<file path="src/rtl/window_filter_overlay.sv">
// 3x3 window consumer: majority vote on the chroma-key decision bits, VGA stream
// rebuild with mask overlay, and per-frame detection statistics.
module window_filter_overlay #(
   parameter int          BUS_SIZE    = 28,
   parameter int          MIN_COUNT   = 5,
   parameter logic [23:0] OVERLAY_RGB = 24'hFF0000,
   parameter int          CNT_W       = 20,
   parameter int          COORD_W     = 13
) (
   input  logic                clock,
   input  logic                reset,
   input  logic                EN,
   input  logic [1:0]          mode,
   input  logic [BUS_SIZE-1:0] tap_x0y0,
   input  logic [BUS_SIZE-1:0] tap_x1y0,
   input  logic [BUS_SIZE-1:0] tap_x2y0,
   input  logic [BUS_SIZE-1:0] tap_x0y1,
   input  logic [BUS_SIZE-1:0] tap_x1y1,
   input  logic [BUS_SIZE-1:0] tap_x2y1,
   input  logic [BUS_SIZE-1:0] tap_x0y2,
   input  logic [BUS_SIZE-1:0] tap_x1y2,
   input  logic [BUS_SIZE-1:0] tap_x2y2,
   output logic [7:0]          R_out,
   output logic [7:0]          G_out,
   output logic [7:0]          B_out,
   output logic                BLANK_N_out,
   output logic                VS_out,
   output logic                HS_out,
   output logic                detect_out,
   output logic [CNT_W-1:0]    frame_count,
   output logic [COORD_W-1:0]  bbox_xmin,
   output logic [COORD_W-1:0]  bbox_xmax,
   output logic [COORD_W-1:0]  bbox_ymin,
   output logic [COORD_W-1:0]  bbox_ymax,
   output logic                bbox_valid,
   output logic                frame_valid
);

   localparam logic [3:0]         MIN_CNT   = 4'(MIN_COUNT);
   localparam logic [CNT_W-1:0]   CNT_MAX   = {CNT_W{1'b1}};
   localparam logic [COORD_W-1:0] COORD_MAX = {COORD_W{1'b1}};

   // Only the decision bit is taken from the eight neighbour taps.
   logic unused_tap_bits;
   assign unused_tap_bits = ^{tap_x0y0[27:1], tap_x1y0[27:1], tap_x2y0[27:1],
                              tap_x0y1[27:1], tap_x2y1[27:1],
                              tap_x0y2[27:1], tap_x1y2[27:1], tap_x2y2[27:1]};

   logic [23:0] rgb_s1;
   logic        blank_s1, vs_s1, hs_s1, dec_s1;
   logic [1:0]  rsum0_s1, rsum1_s1, rsum2_s1;

   logic        blank_d, vs_d;
   logic [COORD_W-1:0] col, row;

   logic [CNT_W-1:0]   acc_count;
   logic [COORD_W-1:0] acc_xmin, acc_xmax, acc_ymin, acc_ymax;

   logic [1:0]  rsum0, rsum1, rsum2;
   logic [3:0]  vote_sum;
   logic        detect;
   logic        frame_end, line_end;
   logic [23:0] rgb_mux;

   assign rsum0 = 2'(tap_x0y0[0]) + 2'(tap_x1y0[0]) + 2'(tap_x2y0[0]);
   assign rsum1 = 2'(tap_x0y1[0]) + 2'(tap_x1y1[0]) + 2'(tap_x2y1[0]);
   assign rsum2 = 2'(tap_x0y2[0]) + 2'(tap_x1y2[0]) + 2'(tap_x2y2[0]);

   assign vote_sum  = 4'(rsum0_s1) + 4'(rsum1_s1) + 4'(rsum2_s1);
   assign detect    = blank_s1 & (vote_sum >= MIN_CNT);
   assign frame_end = vs_d & ~vs_s1;
   assign line_end  = blank_d & ~blank_s1;

   always_comb begin
      rgb_mux = 24'h000000;
      if (blank_s1) begin
         case (mode)
            2'd0:    rgb_mux = rgb_s1;
            2'd1:    rgb_mux = detect ? OVERLAY_RGB : rgb_s1;
            2'd2:    rgb_mux = detect ? 24'hFFFFFF : 24'h000000;
            default: rgb_mux = dec_s1 ? 24'hFFFFFF : 24'h000000;
         endcase
      end
   end

   always_ff @(posedge clock) begin
      if (reset) begin
         rgb_s1      <= '0;
         blank_s1    <= 1'b0;
         vs_s1       <= 1'b0;
         hs_s1       <= 1'b0;
         dec_s1      <= 1'b0;
         rsum0_s1    <= '0;
         rsum1_s1    <= '0;
         rsum2_s1    <= '0;
         R_out       <= '0;
         G_out       <= '0;
         B_out       <= '0;
         BLANK_N_out <= 1'b0;
         VS_out      <= 1'b0;
         HS_out      <= 1'b0;
         detect_out  <= 1'b0;
         blank_d     <= 1'b0;
         vs_d        <= 1'b0;
         col         <= '0;
         row         <= '0;
      end else if (EN) begin
         rgb_s1      <= tap_x1y1[27:4];
         blank_s1    <= tap_x1y1[3];
         vs_s1       <= tap_x1y1[2];
         hs_s1       <= tap_x1y1[1];
         dec_s1      <= tap_x1y1[0];
         rsum0_s1    <= rsum0;
         rsum1_s1    <= rsum1;
         rsum2_s1    <= rsum2;
         R_out       <= rgb_mux[23:16];
         G_out       <= rgb_mux[15:8];
         B_out       <= rgb_mux[7:0];
         BLANK_N_out <= blank_s1;
         VS_out      <= vs_s1;
         HS_out      <= hs_s1;
         detect_out  <= detect;
         blank_d     <= blank_s1;
         vs_d        <= vs_s1;
         if (!blank_s1)
            col <= '0;
         else if (col != COORD_MAX)
            col <= col + COORD_W'(1);
         if (!vs_s1)
            row <= '0;
         else if (line_end && row != COORD_MAX)
            row <= row + COORD_W'(1);
      end
   end

   // Frame end takes priority over accumulation so the edge pixel is never counted.
   always_ff @(posedge clock) begin
      if (reset) begin
         acc_count   <= '0;
         acc_xmin    <= COORD_MAX;
         acc_xmax    <= '0;
         acc_ymin    <= COORD_MAX;
         acc_ymax    <= '0;
         frame_count <= '0;
         bbox_xmin   <= '0;
         bbox_xmax   <= '0;
         bbox_ymin   <= '0;
         bbox_ymax   <= '0;
         bbox_valid  <= 1'b0;
         frame_valid <= 1'b0;
      end else begin
         frame_valid <= 1'b0;
         if (EN) begin
            if (frame_end) begin
               frame_valid <= 1'b1;
               frame_count <= acc_count;
               bbox_valid  <= (acc_count != '0);
               bbox_xmin   <= (acc_count != '0) ? acc_xmin : '0;
               bbox_xmax   <= (acc_count != '0) ? acc_xmax : '0;
               bbox_ymin   <= (acc_count != '0) ? acc_ymin : '0;
               bbox_ymax   <= (acc_count != '0) ? acc_ymax : '0;
               acc_count   <= '0;
               acc_xmin    <= COORD_MAX;
               acc_xmax    <= '0;
               acc_ymin    <= COORD_MAX;
               acc_ymax    <= '0;
            end else if (detect) begin
               if (acc_count != CNT_MAX)
                  acc_count <= acc_count + CNT_W'(1);
               if (col < acc_xmin) acc_xmin <= col;
               if (col > acc_xmax) acc_xmax <= col;
               if (row < acc_ymin) acc_ymin <= row;
               if (row > acc_ymax) acc_ymax <= row;
            end
         end
      end
   end

endmodule
</file>
<file path="config.mk">
export PLATFORM = sky130hd
export DESIGN_NAME = window_filter_overlay
export DESIGN_NICKNAME = d
export VERILOG_FILES = /design/src/rtl/window_filter_overlay.sv
export SDC_FILE = /design/constraint.sdc
export NUM_CORES = 1
export LEC_CHECK = 0
export CORE_ASPECT_RATIO = 1.75
export CORE_MARGIN = 5
export CORE_UTILIZATION = 45
export DETAILED_ROUTE_END_ITERATION = 10
export DONT_BUFFER_PORTS = 1
export PLACE_DENSITY = 0.65
export SYNTH_ARGS = -nofsm -noshare
export SYNTH_HDL_FRONTEND = slang
export SYNTH_SLANG_ARGS = --single-unit
</file>
<file path="constraint.sdc">
create_clock -name clock -period 3.5 [get_ports clock]
set_input_delay 0.525 -clock clock [delete_from_list [all_inputs] [get_ports clock]]
set_output_delay 0.525 -clock clock [all_outputs]
set_load 0.01 [all_outputs]
</file>
==> results of run 1 <==
-- synthesized netlist by cell type (all sizes together) (2+ instances only) --
cell	number	area, sq um
xnor2	14	123
nor2b	2	12.5
nand4	22	159
o21a	3	22.5
nor4	8	50.1
o211ai	4	30.0
o311ai	3	26.3
and3	8	50.1
mux2i	64	641
or3	10	62.6
nand2b	7	43.8
dfxtp	234	4680
a21boi	3	22.5
a22o	65	569
nor2	150	571
a221oi	8	70.1
a31o	2	17.5
or4	9	68.8
ha	56	701
and2	3	21.3
and3b	2	17.5
o31ai	12	90.1
nor3	7	45.0
a32o	13	130
o21ai	32	160
nand2	101	382
a21oi	70	354
fa	5	100
clkbuf	50	188
a21o	9	67.6
a211oi	7	52.6
o311a	2	20.0
inv	71	267
o31a	2	17.5
o2111ai	2	17.5
a41oi	3	26.3
nand3	25	125
a2111oi	3	26.3
and4	4	35.0
mux2	2	22.5
buf	14	63.8
-- kinds of logic (layout without fill, tap and decap cells) --
kind of cell	Yosys count	in the layout	share of synthesized area, %
AOI/OAI and AO/OA	249	249	17.3
xor gates and xnor gates	14	14	1.20
adders and majority gates	61	61	7.81
buffers and inverters	135	125	5.05
DFF	234	234	45.7
muxes	66	66	6.47
and+or+nand+nor	363	363	16.5
-- power breakdown --
part | total (uW) | switching, uW | internal, uW
Combinational | 199 | 126 | 72.5
Sequential | 2730 | 28.2 | 2700
Clock | 2410 | 1000 | 1410
Total | 5340 | 1160 | 4180
-- path summary, 6_finish.rpt --
check | start | end | slack, ns | cells after the start
min | reset | rgb_s1[22] | 0.08 | 1
max | rsum0_s1[1] | acc_ymin[6] | 0.44 | 10
min reg2reg | rgb_s1[16] | rgb_s1[16] | 0.49 | 2
max reg2reg | rsum0_s1[1] | acc_ymin[6] | 0.44 | 10
-- worst register-to-register path, cell delays in order, from the launching register on --
cell       delay [ns]
dfxtp_1          0.33
inv_1            0.06
fa_1             0.53
inv_1            0.04
ha_1             0.19
ha_1             0.30
a21oi_2          0.62
a2111oi_0        0.21
o211ai_1         0.19
buf_4            0.29
mux2i_1          0.23
-- layout by cell type (no fill, tap or decap), drive strengths merged, types with 8 or more instances in the layout --
cell type and n:
a21o 9, a21oi 70, a221oi 8, a22o 65
a32o 13, and3 8, buf 16, clkbuf 32
dfxtp 234, ha 56, inv 71, mux2i 64
nand2 101, nand3 25, nand4 22, nor2 150
nor4 8, o21ai 32, o31ai 12, or3 10
or4 9, xnor2 14
-- final cells by class --
cell class	instances	area (sq um)
sequential	234	4680
clock inverter	6	80.1
inverter	71	267
fill	2175	11300
multi-input combinational	753	5060
clock buffer	32	639
timing repair buffer	16	120
tap	300	375
-- layer usage --
metal | vias to the layer above | global-route usage (%)
met3 | 57 | 5.15
met2 | 197 | 33.3
met5 | - | 0
met4 | 0 | 7.30
met1 | 3698 | 20.9
li1 | 3921 | -
-- sequential cells by signal, summed over array words and instances, names as in the netlist, 2 cells and up --
name         flops
B_out            8
G_out            8
R_out            8
acc_count       20
acc_xmax        13
acc_xmin        13
acc_ymax        13
acc_ymin        13
bbox_xmax       13
bbox_xmin       13
bbox_ymax       13
bbox_ymin       13
col             13
frame_count     20
rgb_s1          24
row             13
rsum0_s1         2
rsum1_s1         2
rsum2_s1         2
-- through the flow --
step / cells / hold WS [ns] / worst slack (ns) / utilization, %
6_report: 1412 / 0.0823 / 0.445 / 49.8
5_1_grt: 1412 / 0.0520 / 0.184 / 49.8
4_1_cts: 1412 / 0.0503 / 0.397 / 49.8
3_5_place_dp: 1374 / 0.481 / 0.414 / 46.6
3_3_place_gp: 1374 / 0.474 / 0.469 / 46.6
2_1_floorplan: 1122 / 0.459 / 0.886 / -
==> results.py, run 1 <==
metrics = {
    "pwr": {
        "p_leak_uw": 0.00479,
        "vdd_ir_drop_max_v": 0.000380,
        "power_per_cell_area_nw_per_um2": 476,
        "finalPower_uw": 5340,
    },
    "timing": {
        "worstMarginPinSlew_ns": 1.03,
        "fin_crit_sh_pct": 87.3,
        "hold_violations": 0,
        "setup_violations": 0,
        "fmax_mhz": 327,
        "slew_violations": 0,
        "rsz0062_at_grt": "no",
        "fin_crit_ns": 3.06,
        "slew_headroom_pct": 31.0,
        "tns_ns": 0,
        "finalClockSkew_ns": 0.00979,
    },
    "placement": {
        "portBuffers": 0,
        "dp_hpwl_mm": 17.0,
        "place_congestion": 0.788,
        "dpl_cell_area_sq_um": 10500,
    },
    "run_status": {
        "outcome": "completed",
    },
    "clock_network": {
        "cts-htree-levels": 1,
        "cts_resized": 0,
        "cts_tree": "built",
        "path_clk_slew_ns": 0.06,
        "numCtsBuffers": 22,
        "cts-root-buf": "clkbuf_16",
        "clock_sinks": 234,
        "post-cts-setup-buffer-count": 0,
        "cts_hold_buf": 0,
        "clock_latency_ns": 0.52,
        "clock_path_buffers": 3,
    },
    "floorplan": {
        "ios": 359,
        "die_y_microns": 210,
        "num_rows": 73,
        "floorplan.die_area_sq_um": 26000,
        "initial_core_util_pct": 45.4,
        "coreArea_sq_um": 22600,
        "die_w_microns": 124,
    },
    "detailed_routing": {
        "drc_errors": 0,
        "drt_wl_total_mm": 24.1,
        "ant_nets": 0,
        "wl_per_cell_microns": 17.1,
        "wl_met1_mm": 9.25,
        "via_count": 7873,
        "routed-wl-met2_mm": 12.3,
        "met3_length_mm": 1.71,
        "drtIter0Drc": 323,
        "post_drt_via_cell_ratio": 5.58,
        "dr.pass1.iters": 5,
        "top_layer_used": "met4",
    },
    "final_layout": {
        "antenna_cells": 0,
        "area_delta_synth_final_pct": 9.54,
        "final_cell_area_sq_um": 11200,
        "nNetsFinal": 1416,
        "drive_above_1_share_pct": 6.03,
    },
    "global_routing": {
        "grt_first_pass_wirelength_mm": 39.8,
        "grt_antenna_before_repair": 0,
        "grt_usage_pct": 18.8,
        "grt_max_degree": 79,
        "grt_pass1_vias": 7834,
        "grt-ovfl-total": 0,
    },
    "logic_synthesis": {
        "synth_edf_count": 0,
        "ys_seq_area_share_pct": 45.7,
        "ys.flop_type": "dfxtp_1",
        "syn_inst": 1122,
        "syn_nets": 1440,
        "syn_avg_cell_area_sq_um": 9.13,
        "ys_types": 62,
        "synthesis.area_sq_um": 10200,
        "ys_async_sr_fraction_pct": 0,
        "synth-seq-cells": 234,
        "yosysWarningCount": 0,
    },
    "critical_path": {
        "slowest_delay_ns": 0.62,
        "crit_fanout": 12,
        "crit_path_cell_trace": "inv_1 -> fa_1 -> inv_1 -> ha_1 -> ha_1 -> a21oi_2 -> a2111oi_0 -> o211ai_1 -> buf_4 -> mux2i_1",
        "cp-end-kind": "register",
        "worstPathRequired_ns": 3.94,
        "path_buf_inv": 3,
        "cp_top_family": "adder cells",
        "crit_slowest_cell": "a21oi_2",
        "cp-start-kind": "register",
        "worst-setup-path-type": "reg2reg",
        "crit_arrival_ns": 3.50,
    },
    "run": {
        "max_cap_viol_count": 0,
    },
    "hold_path": {
        "hold_class": "in2reg",
    },
}
Note: power is estimated with default switching activity, not from simulation.
==> inputs of run 2 (changes only) <==
--- a/config.mk
+++ b/config.mk
@@ -5,12 +5,14 @@
 export SDC_FILE = /design/constraint.sdc
 export NUM_CORES = 1
 export LEC_CHECK = 0
+export CAP_MARGIN = 20
 export CORE_ASPECT_RATIO = 1.75
 export CORE_MARGIN = 5
 export CORE_UTILIZATION = 45
 export DETAILED_ROUTE_END_ITERATION = 10
 export DONT_BUFFER_PORTS = 1
 export PLACE_DENSITY = 0.65
+export SKIP_CTS_REPAIR_TIMING = 1
 export SYNTH_ARGS = -nofsm -noshare
 export SYNTH_HDL_FRONTEND = slang
 export SYNTH_SLANG_ARGS = --single-unit
==> results of run 2 <==
The final DEF is identical to that of run 1; final timing and power are the same.
==> inputs of run 3 (changes only) <==
--- a/config.mk
+++ b/config.mk
@@ -11,7 +11,7 @@
 export CORE_UTILIZATION = 45
 export DETAILED_ROUTE_END_ITERATION = 10
 export DONT_BUFFER_PORTS = 1
-export PLACE_DENSITY = 0.65
+export PLACE_DENSITY = 0.71
 export SKIP_CTS_REPAIR_TIMING = 1
 export SYNTH_ARGS = -nofsm -noshare
 export SYNTH_HDL_FRONTEND = slang
==> constraint.sdc (replaced) <==
create_clock -name clock -period 2.65 [get_ports clock]
set_input_delay 0.3975 -clock clock [delete_from_list [all_inputs] [get_ports clock]]
set_output_delay 0.3975 -clock clock [all_outputs]
set_load 0.01 [all_outputs]
==> run 3 against run 2 <==
Net effect:
- the run now ends with setup timing left
- wire length increased by 3.6%
- critical path depth stayed put
- sequential power up 32%
- flip-flop and latch count unchanged
- maximum frequency rose by 14%
- core utilization increased by 2.0 points
- largest power group unchanged
- worst hold slack got worse by 0.067 ns
- setup slack worse by 0.48 ns
- final cell count is 2.5% higher
- global-route usage grew 0.14 points
- non-clock buffer count is 35 higher
==> results.py, run 3 (synthesis results as in run 1) <==
metrics = {
    "run_status": {
        "outcome": "finished, violations left",
        "violations": "setup timing",
    },
    "clock_network": {
        "clock_latency_ns": 0.53,
        "clock_path_buffers": 3,
        "cts_tree": "built",
        "numCtsBuffers": 23,
        "cts-htree-levels": 1,
        "clock_sinks": 234,
        "path_clk_slew_ns": 0.07,
        "cts-root-buf": "clkbuf_16",
    },
    "critical_path": {
        "crit_path_cell_trace": "inv_2 -> fa_1 -> inv_2 -> ha_4 -> ha_4 -> a21oi_4 -> buf_12 -> or4b_4 -> or3_4 -> a21oi_2",
        "path_buf_inv": 3,
        "worstPathRequired_ns": 3.12,
        "crit_slowest_cell": "or4b_4",
        "crit_fanout": 7,
        "cp-end-kind": "register",
        "slowest_delay_ns": 0.56,
        "crit_arrival_ns": 3.15,
        "cp_top_family": "adder cells",
        "worst-setup-path-type": "reg2reg",
        "cp-start-kind": "register",
    },
    "final_layout": {
        "reg_top3": "rgb_s1 x24, acc_count x20, frame_count x20",
        "nNetsFinal": 1452,
        "largest_reg_flops": 24,
        "regMostFlops": "rgb_s1",
        "final_cell_mix": "dfxtp_1 (232), nor2_1 (148), nand2_1 (100)",
        "final_common_cell": "dfxtp_1",
        "final_cell_area_sq_um": 11700,
        "drive_above_1_share_pct": 10.7,
        "area_delta_synth_final_pct": 14.0,
        "utilization_pct": 51.8,
        "antenna_cells": 0,
        "finalNonFillerCells": 1447,
    },
    "placement": {
        "place_inst": 1404,
        "place_congestion": 0.841,
        "dpl_cell_area_sq_um": 10800,
        "dp_hpwl_mm": 17.8,
        "portBuffers": 0,
    },
    "detailed_routing": {
        "drtIter0Drc": 344,
        "wl_per_cell_microns": 17.3,
        "dr.pass1.iters": 5,
        "drc_errors": 0,
        "via_count": 8092,
        "ant_nets": 0,
        "drt_wl_total_mm": 25.0,
        "post_drt_via_cell_ratio": 5.59,
    },
    "timing": {
        "hold_violations": 0,
        "finalClockSkew_ns": 0.0155,
        "setup_slack_ns": -0.0304,
        "setup_violations": 5,
        "worstMarginPinSlew_ns": 0.711,
        "fin_crit_sh_pct": 101,
        "rsz0062_at_grt": "yes",
        "slew_violations": 0,
        "slew_headroom_pct": 52.6,
        "fmax_mhz": 373,
        "fin_crit_ns": 2.68,
    },
    "run": {
        "max_cap_viol_count": 0,
    },
    "pwr": {
        "switching_power_uw": 1610,
        "swShare_pct": 22.5,
        "p_seq_share_pct": 50.2,
        "combPwrFrac_pct": 4.6,
        "internal-power_uw": 5560,
        "power_per_cell_area_nw_per_um2": 614,
        "p_leak_uw": 0.00501,
        "clockPowerShare_pct": 45.2,
        "vdd_ir_drop_max_v": 0.000616,
    },
    "hold_path": {
        "hold_class": "in2reg",
    },
    "floorplan": {
        "ios": 359,
        "floorplan.die_area_sq_um": 26000,
        "die_w_microns": 124,
        "num_rows": 73,
        "die_y_microns": 210,
        "coreArea_sq_um": 22600,
        "initial_core_util_pct": 45.4,
    },
    "global_routing": {
        "grt-ovfl-total": 0,
        "grt_max_degree": 79,
        "grt_usage_pct": 18.9,
        "grt_first_pass_wirelength_mm": 40.1,
        "grt_antenna_before_repair": 0,
        "grt_pass1_vias": 7870,
    },
}
## run 3: stage by stage
step	power (uW)	setup TNS (ns)	worst slack, ns	hold WS, ns
floorplan	3900	0	0.0359	0.459
global placement	3950	-6.88	-0.193	0.475
detailed placement	3960	-8.61	-0.220	0.475
CTS	7200	-9.89	-0.227	-0.0863
global route	7420	-1.65	-0.101	0.0151
finish	7170	-0.0851	-0.0304	0.0156
## run 3: path summary, 6_finish.rpt
check	from	to	slack, ns	depth (start not counted)
min	EN	blank_d	0.02	2
max	rsum1_s1[1]	acc_count[15]	-0.03	10
max reg2reg	rsum1_s1[1]	acc_count[15]	-0.03	10
min reg2reg	acc_ymin[2]	bbox_ymin[2]	0.49	1
## run 3: layout make-up
class | instances | area (sq um)
clock buffers | 27 | 621
multi-input cells | 753 | 5150
inverters | 71 | 267
well taps | 300 | 375
fillers | 2105 | 10900
flip-flops and latches | 234 | 4690
clock inverters | 11 | 118
repair buffers | 51 | 465
## run 3: power groups by stage
stage                     clock, uW  sequential [uW]  combinational, uW
after floorplan                   0             3670                234
after global placement            0             3680                274
after detailed placement          0             3680                284
after CTS                      3310             3600                285
after global routing           3450             3610                369
final                          3240             3600                330
## run 3: worst register-to-register path, stage by stage, from the launching register on
cell,delay [ns]
dfxtp_2,0.33
inv_2,0.04
fa_1,0.54
inv_2,0.05
ha_4,0.15
ha_4,0.27
a21oi_4,0.09
buf_12,0.15
or4b_4,0.56
or3_4,0.35
a21oi_2,0.11
## run 3: routing by layer
metal	track usage, %	vias up	wire, microns
met5	0	-	0
met4	6.69	0	747
met3	4.61	49	1590
met2	34.3	189	13100
met1	21.0	3845	9530
li1	-	4009	-
